## src/rtl/mux_8_1_scan_ctrl.sv

```systemverilog
// mux_8_1_scan_ctrl: steps the 8:1 mux selects through the enabled channels
// in ascending order, samples Z after a settle time, and hands the packed
// 8-bit result downstream over a VALID/READY handshake.
// Optional build macro: SCAN_CONTINUOUS_EN (restart a scan on every accepted
// result instead of waiting for a fresh START).
module mux_8_1_scan_ctrl #(
   parameter int unsigned SETTLE_CYCLES = 2
) (
   input  logic       CLK,
   input  logic       RST,
   input  logic       START,
   input  logic [7:0] MASK,
   input  logic       Z,
   output logic       S2,
   output logic       S1,
   output logic       S0,
   output logic       BUSY,
   output logic [7:0] DATA,
   output logic       VALID,
   input  logic       READY
);

   localparam int unsigned CNT_W = 4;
   localparam int unsigned CH_W  = 3;
   localparam int unsigned DW    = 8;
   localparam logic [CNT_W-1:0] SETTLE_MAX = CNT_W'(SETTLE_CYCLES);

   typedef enum logic [1:0] {IDLE, SETTLE, DONE} state_t;

   state_t            state_q, state_d;
   logic [CH_W-1:0]   sel_q, sel_d;
   logic [CNT_W-1:0]  cnt_q, cnt_d;
   logic [DW-1:0]     mask_q, mask_d;
   logic [DW-1:0]     res_q, res_d;
   logic [DW-1:0]     data_q, data_d;
   logic              valid_q, valid_d;
   logic              busy_q, busy_d;

   logic [DW-1:0]     above;
   logic [DW-1:0]     res_smp;
   logic              launch;

   // Index of the lowest set bit (0 when none is set).
   function automatic logic [CH_W-1:0] lowest_ch(input logic [DW-1:0] v);
      lowest_ch = '0;
      for (int i = DW - 1; i >= 0; i--) begin
         if (v[i]) lowest_ch = CH_W'(i);
      end
   endfunction

   // State and datapath registers.
   always_ff @(posedge CLK) begin
      if (RST) begin
         state_q <= IDLE;
         sel_q   <= '0;
         cnt_q   <= '0;
         mask_q  <= '0;
         res_q   <= '0;
         data_q  <= '0;
         valid_q <= 1'b0;
         busy_q  <= 1'b0;
      end else begin
         state_q <= state_d;
         sel_q   <= sel_d;
         cnt_q   <= cnt_d;
         mask_q  <= mask_d;
         res_q   <= res_d;
         data_q  <= data_d;
         valid_q <= valid_d;
         busy_q  <= busy_d;
      end
   end

   // Next-state logic: settle/sample/advance sequencing and handshake.
   always_comb begin
      state_d = state_q;
      sel_d   = sel_q;
      cnt_d   = cnt_q;
      mask_d  = mask_q;
      res_d   = res_q;
      data_d  = data_q;
      valid_d = valid_q;
      busy_d  = busy_q;
      launch  = 1'b0;

      // Enabled channels strictly above the current select.
      above   = mask_q & (8'hFF << ({1'b0, sel_q} + 4'd1));
      res_smp = res_q;
      res_smp[sel_q] = Z;

      case (state_q)
         IDLE: begin
            launch = START;
         end
         SETTLE: begin
            if (cnt_q < SETTLE_MAX) begin
               cnt_d = cnt_q + CNT_W'(1);
            end else if (above != '0) begin
               sel_d = lowest_ch(above);
               cnt_d = CNT_W'(1);
               res_d = res_smp;
            end else begin
               res_d   = res_smp;
               data_d  = res_smp;
               valid_d = 1'b1;
               busy_d  = 1'b0;
               state_d = DONE;
            end
         end
         DONE: begin
            // An empty mask enters DONE with VALID low; raise it one edge later.
            if (!valid_q) begin
               valid_d = 1'b1;
            end else if (READY) begin
               valid_d = 1'b0;
               state_d = IDLE;
`ifdef SCAN_CONTINUOUS_EN
               launch  = 1'b1;
`else
               launch  = 1'b0;
`endif
            end
         end
         default: begin
            state_d = IDLE;
         end
      endcase

      // Accepted scan request: capture the mask and pick the first channel.
      if (launch) begin
         mask_d = MASK;
         res_d  = '0;
         if (MASK != '0) begin
            sel_d   = lowest_ch(MASK);
            cnt_d   = CNT_W'(1);
            busy_d  = 1'b1;
            state_d = SETTLE;
         end else begin
            data_d  = '0;
            state_d = DONE;
         end
      end
   end

   assign {S2, S1, S0} = sel_q;
   assign BUSY  = busy_q;
   assign DATA  = data_q;
   assign VALID = valid_q;

endmodule

```

## config.mk

```make
export PLATFORM = sky130hd
export DESIGN_NAME = mux_8_1_scan_ctrl
export DESIGN_NICKNAME = d
export VERILOG_FILES = /design/src/rtl/mux_8_1_scan_ctrl.sv
export SDC_FILE = /design/constraint.sdc
export NUM_CORES = 1
export LEC_CHECK = 0
export CORE_UTILIZATION = 50
export CTS_BUF_LIST = sky130_fd_sc_hd__clkbuf_16
export DETAILED_ROUTE_END_ITERATION = 6
export PLACE_DENSITY = 0.74
export SYNTH_ARGS = -nofsm -noshare
export SYNTH_HDL_FRONTEND = slang
export SYNTH_SLANG_ARGS = --single-unit
export TNS_END_PERCENT = 30
```

## constraint.sdc

```tcl
create_clock -name CLK -period 4.8 [get_ports CLK]
set_input_delay 0.48 -clock CLK [delete_from_list [all_inputs] [get_ports CLK]]
set_output_delay 0.48 -clock CLK [all_outputs]
set_load 0.01 [all_outputs]
```

==> results of run 1 <==
-- per-layer routing --
| metal | GRT usage [%] | wire (µm) |
|---|---|---|
| met1 | 34.1 | 1960 |
| met2 | 39.3 | 2090 |
| met3 | 5.25 | 247 |
| met4 | 12.1 | 125 |
| met5 | 0 | 0 |
-- path summary, 6_finish.rpt --
kind,startpoint,endpoint,cells past startpoint
max,sel_q[1]$_SDFF_PP0_,DATA[6]$_SDFF_PP0_,8
min,cnt_q[2]$_SDFF_PP0_,cnt_q[2]$_SDFF_PP0_,1
max reg2reg,sel_q[1]$_SDFF_PP0_,DATA[6]$_SDFF_PP0_,8
min reg2reg,cnt_q[2]$_SDFF_PP0_,cnt_q[2]$_SDFF_PP0_,1
-- synth_stat cells (all sizes together), types with 2 or more instances --
cell type,n
a211oi,16
a21oi,25
a31oi,3
a32o,2
a32oi,2
and2,4
and3,4
clkbuf,12
dfxtp,35
ha,5
inv,4
mux2i,9
nand2,25
nand2b,4
nand3,2
nand3b,2
nor2,20
nor2b,4
nor3,5
nor3b,3
nor4,2
o21a,2
o21ai,4
o21bai,2
o31a,2
o31ai,3
-- logic make-up (layout without fill, tap and decap cells) --
kind of cell | Yosys count | after routing
compound gates | 67 | 67
xor+xnor | 1 | 1
fa+ha+maj | 5 | 5
buf+inv | 17 | 38
flops | 35 | 35
mux | 9 | 9
simple gates | 78 | 78
-- power breakdown --
group / switching (mW) / total [mW] / internal [mW]
logic: 0.0593 / 0.106 / 0.0464
registers: 0.0139 / 0.315 / 0.301
clock network: 0.121 / 0.366 / 0.244
total: 0.194 / 0.786 / 0.592
-- area by class of cell --
class	instances	area share, %
inverter	4	0.684
timing repair buffer	26	11.7
tap	46	2.62
sequential	35	31.9
clock buffer	5	5.70
clock inverter	3	2.00
multi-input combinational	160	45.3
-- cell usage in the layout (no fill, tap or decap), types with 3 or more instances in the layout --
master	count
a31oi_1	3
and3_1	4
nor2b_1	4
nor3b_1	3
o31ai_1	3
clkbuf_16	5
nand2b_1	4
nand2_1	25
inv_1	4
mux2i_1	9
a21oi_1	25
a211oi_1	16
ha_1	5
and2_1	4
clkdlybuf4s50_1	25
dfxtp_1	35
nor2_1	20
nor3_1	5
-- state kept, by name, indices dropped and copies added, names as in the netlist --
signal / cells
mask_q: 8
VALID: 1
sel_q: 3
state_q: 2
cnt_q: 4
BUSY: 1
DATA: 8
res_q: 8
-- worst register-to-register path, delay by kind of cell (launching register included) --
kind	cells	cell delay, ns
AOI/OAI and AO/OA	3	0.96
adders and majority gates	2	0.59
buffers and inverters	1	0.04
DFF	1	0.58
and+or+nand+nor	2	0.61
==> qor.txt, run 1 <==
Worst hold slack = 0.473 ns
DR DRC count = 0
Dpl cell area = 2030 µm²
PortBufs = 25
Post-route minimum period = 2.93 ns
Number of global-route vias before repair = 1521
Core area = 3360 µm²
Final worst slack = 1.87 ns
Worst-margin pin slew = 1.20 ns
Worst skew pair latency = 0.28 ns
Storage element area = 701 µm²
Status = completed
Delay of the slowest critical-path stage = 0.58 ns
Final setup violation count = 0
PostCTS Resize Cnt = 0
Worst Path Max Fanout = 13
Inst Count DP = 271
R2r setup slk = 1.87 ns
Top_reg_cell synth = dfxtp_1
TNS Setup = 0 ns
Crit path capture type = flop
Synth Cell Area = 1760 µm²
Clock tree from TritonCTS = yes
Post-DRT Antenna Nets = 0
Fillers = 306
Clock Tree Buf Depth = 2
Kind of cell adding the most delay to the critical path = compound AO/OA/AOI/OAI gates
EDFF count, synth = 0
Post-synthesis compound-gate area fraction = 25.9%
Post-synthesis mux area share = 5.11%
Synth warn = 0
Clk slew on worst S/H paths = 0.06 ns
Final Power = 786 µW
First-pass GRT wire length = 6.99 mm
Vias per std cell = 6.04
Worst min path class = reg2reg
Final Slew Violations = 0
Layout cells sized above 1 = 4.72%
Worst vdd ir = 0.255 mV
Top cell type's share of synthesized area = 39.7%
H-tree depth = 2
Io pins = 26
Drt wl/cell = 15.8 µm
Footprint of the multi-input gates = 995 µm²
Clk_skew = 0.00634 ns
Dpl ws = 1.95 ns
Synth-to-Final Area Change = 24.5%
Adder-cell share of the synthesized area = 3.55%
Syn Inst Count = 212
Critical path required time = 4.93 ns
Cell repeated most along the worst path = ha_1
Total Routing Usage GR = 25.4%
Iter 0 DRT Violations = 147
Chip Width = 61.4 µm
CP bufs+invs = 1
Post-synth top area cell = dfxtp_1
Cell Pwr Density = 358 nW/µm²
Die Height = 61.4 µm
Worst-path cell chain = ha_1, inv_1, ha_1, nand2b_1, a2111o_1, o21ai_4, and2_1, a211oi_1
LEAKAGE = 0.805 nW
Final core occ = 65.3%
Post-Synth Simple-Gate Area = 21.4%
Gpl congestion = 0.896
Critical-path top delay cell = dfxtp_1
Dominant cells by area after synthesis = dfxtp_1 (40%), a21oi_1 (7.1%), a211oi_1 (6.8%)
Row count = 21
CTS sink cnt = 35
Fin nets = 250
WS Path Type = reg2reg
Starting Density = 52.4%
Post-Synth XOR/XNOR Area = 0.497%
Dpl hpwl = 3.17 mm
Mapped Nets = 230
Syn avg cell area = 8.32 µm²
Critical Path Source Type = flop
Worst path arrival time = 3.06 ns
Seq/Total Area, Yosys = 39.7%
Hold_buf cts = 0
Largest family of logic cells by synthesized area = compound AO/OA/AOI/OAI gates
Initial antenna violation count = 0
Postcts setup bufs = 0
Unique masters post-synth = 39
Synth async-reset ratio = 0%
Hold Vio Cnt, Final = 0
N_diodes = 0
Gr ovfl total = 0
Via count = 1685
Drt first pass iters = 4
Fmax = 0.341 GHz
Die area = 3770 µm²
Yosys reg bits = 35
RSZ-0062 raised after global routing = false
Largest net degree at the start of global routing = 27
Drt total wl = 4.42 mm
Design Area, Final = 2190 µm²
Root buf cell = clkbuf_16
Max-cap viol count = 0
Fin crit share = 61.0%
Non-filler cells in the finished layout = 279
TritonCTS Buffers = 5
Max-slew headroom = 19.9%
Note: power is estimated with default switching activity, not from simulation.
==> run 2: changes to the inputs <==
- CORE_UTILIZATION: 50 -> 48
- PLACE_DENSITY: 0.74 -> 0.75
- clock period: 4.8 -> 2.65 ns (I/O delays scaled with it)
==> run 2 against run 1 <==
- global-route usage fell by 3.4 points
- non-clock buffer count grew 10
- sequential share of layout area down 1.0 points
- register-to-register slack worse by 1.6 ns
- highest routed layer is now met3
- clock skew fell by 0.0015 ns
- largest cell class unchanged
- clock-buffer cell count unchanged
- combinational power rose by 100%
==> qor.txt, run 2 (synthesis results as in run 1) <==
Worst path arrival time = 2.54 ns
Cell repeated most along the worst path = ha_1
Gr ovfl total = 0
TNS Setup = 0 ns
Final setup violation count = 0
H-tree depth = 2
Die area = 3920 µm²
LEAKAGE = 0.854 nW
Gpl congestion = 0.949
WS Path Type = reg2reg
Drt first pass iters = 4
PostCTS Resize Cnt = 0
Worst skew pair latency = 0.28 ns
Clock tree from TritonCTS = yes
Worst-path cell chain = ha_1, inv_1, ha_1, o21a_1, a2111o_1, o21ai_4, and2_1, o22ai_1
Dpl ws = 0.273 ns
Worst vdd ir = 0.427 mV
Initial antenna violation count = 0
Total Routing Usage GR = 22.1%
Chip Width = 62.6 µm
Max-slew headroom = 54.3%
Iter 0 DRT Violations = 158
Critical-path top delay cell = a2111o_1
Clk_skew = 0.00481 ns
Core area = 3420 µm²
Most common cell after layout, fill and taps aside = dfxtp_1
Critical Path Source Type = flop
RSZ-0062 raised after global routing = false
Root buf cell = clkbuf_16
Worst-margin pin slew = 0.682 ns
Cell Pwr Density = 632 nW/µm²
N_diodes = 0
Delay of the slowest critical-path stage = 0.47 ns
Most frequent cells in the layout = dfxtp_1 (35), a21oi_1 (25), nand2_1 (25), clkdlybuf4s50_1 (25), nor2_1 (20)
Drt total wl = 3.98 mm
Number of global-route vias before repair = 1483
DR DRC count = 0
Clock Tree Buf Depth = 2
Final worst slack = 0.262 ns
TritonCTS Buffers = 5
Via count = 1617
Max-cap viol count = 0
Post-DRT Antenna Nets = 0
CTS sink cnt = 35
Die Height = 62.6 µm
Crit path capture type = flop
PortBufs = 25
First-pass GRT wire length = 6.77 mm
Kind of cell adding the most delay to the critical path = compound AO/OA/AOI/OAI gates
Io pins = 26
Drt wl/cell = 13.8 µm
Fin crit share = 90.1%
Fin nets = 260
Critical path required time = 2.80 ns
Fillers = 290
Final Slew Violations = 0
Worst min path class = reg2reg
Row count = 21
Fmax = 0.419 GHz
Hold_buf cts = 0
Largest net degree at the start of global routing = 16
CP bufs+invs = 1
Status = completed
Starting Density = 51.6%
Postcts setup bufs = 0
Synth-to-Final Area Change = 28.7%
Hold Vio Cnt, Final = 0
Clk slew on worst S/H paths = 0.05 ns
Vias per std cell = 5.60
Worst Path Max Fanout = 10
Dpl hpwl = 2.87 mm
Layout cells sized above 1 = 8.23%
Post-route minimum period = 2.39 ns
[run 2: cell types whose count changed in the layout (fill, tap and decap cells not counted), sizes merged]
| cell | before | now |
|---|---|---|
| inv | 4 | 5 |
| clkinv | 2 | 1 |
| buf | 1 | 11 |
[run 2: power by group]
| group | internal (mW) | total (mW) | switching [mW] |
|---|---|---|---|
| clock | 0.443 | 0.661 | 0.218 |
| combinational | 0.0986 | 0.213 | 0.115 |
| sequential | 0.545 | 0.560 | 0.0145 |
[run 2: tightest hold or removal path, stage by stage, from the launching register on]
cell and delay [ns]:
dfxtp_1 0.31, nand2_1 0.05, a21oi_1 0.06
[run 2: cell type report]
type	count	area, µm²	area share, %
clock buffers	5	125	5.52
clock inverters	3	42.5	1.88
inverters	4	15.0	0.662
well taps	46	57.6	2.54
flip-flops and latches	35	701	30.9
multi-input cells	160	995	43.8
repair buffers	36	333	14.7
[run 2: path summary, 6_finish.rpt]
kind | from | to | slack (ns) | cells after the start
setup / recovery | sel_q[1]$_SDFF_PP0_ | BUSY$_SDFF_PP0_ | 0.26 | 8
hold / removal | mask_q[2]$_SDFFE_PP0P_ | mask_q[2]$_SDFFE_PP0P_ | 0.47 | 2
setup reg to reg | sel_q[1]$_SDFF_PP0_ | BUSY$_SDFF_PP0_ | 0.26 | 8
hold reg to reg | mask_q[2]$_SDFFE_PP0P_ | mask_q[2]$_SDFFE_PP0P_ | 0.47 | 2
[run 2: stage by stage]
| stage | total power, mW | cells | util (%) | cell area, µm² | hold slack, ns |
|---|---|---|---|---|---|
| final | 1.43 | 289 | 66.4 | 2270 | 0.471 |
| after global routing | 1.49 | 289 | 66.4 | 2270 | 0.490 |
| after CTS | 1.45 | 289 | 66.4 | 2270 | 0.468 |
| after detailed placement | 0.782 | 281 | 61.5 | 2100 | 0.460 |
| after global placement | 0.783 | 281 | 61.5 | 2100 | 0.455 |
| after floorplan | 0.701 | 212 | - | 1760 | 0.401 |
[run 2: layer usage]
layer | vias up | wire, µm | GRT usage, %
met5 | - | 0 | 0
met4 | 0 | 0 | 6.98
met3 | 0 | 242 | 6.75
met2 | 41 | 1810 | 34.2
met1 | 735 | 1930 | 29.0
li1 | 841 | - | -
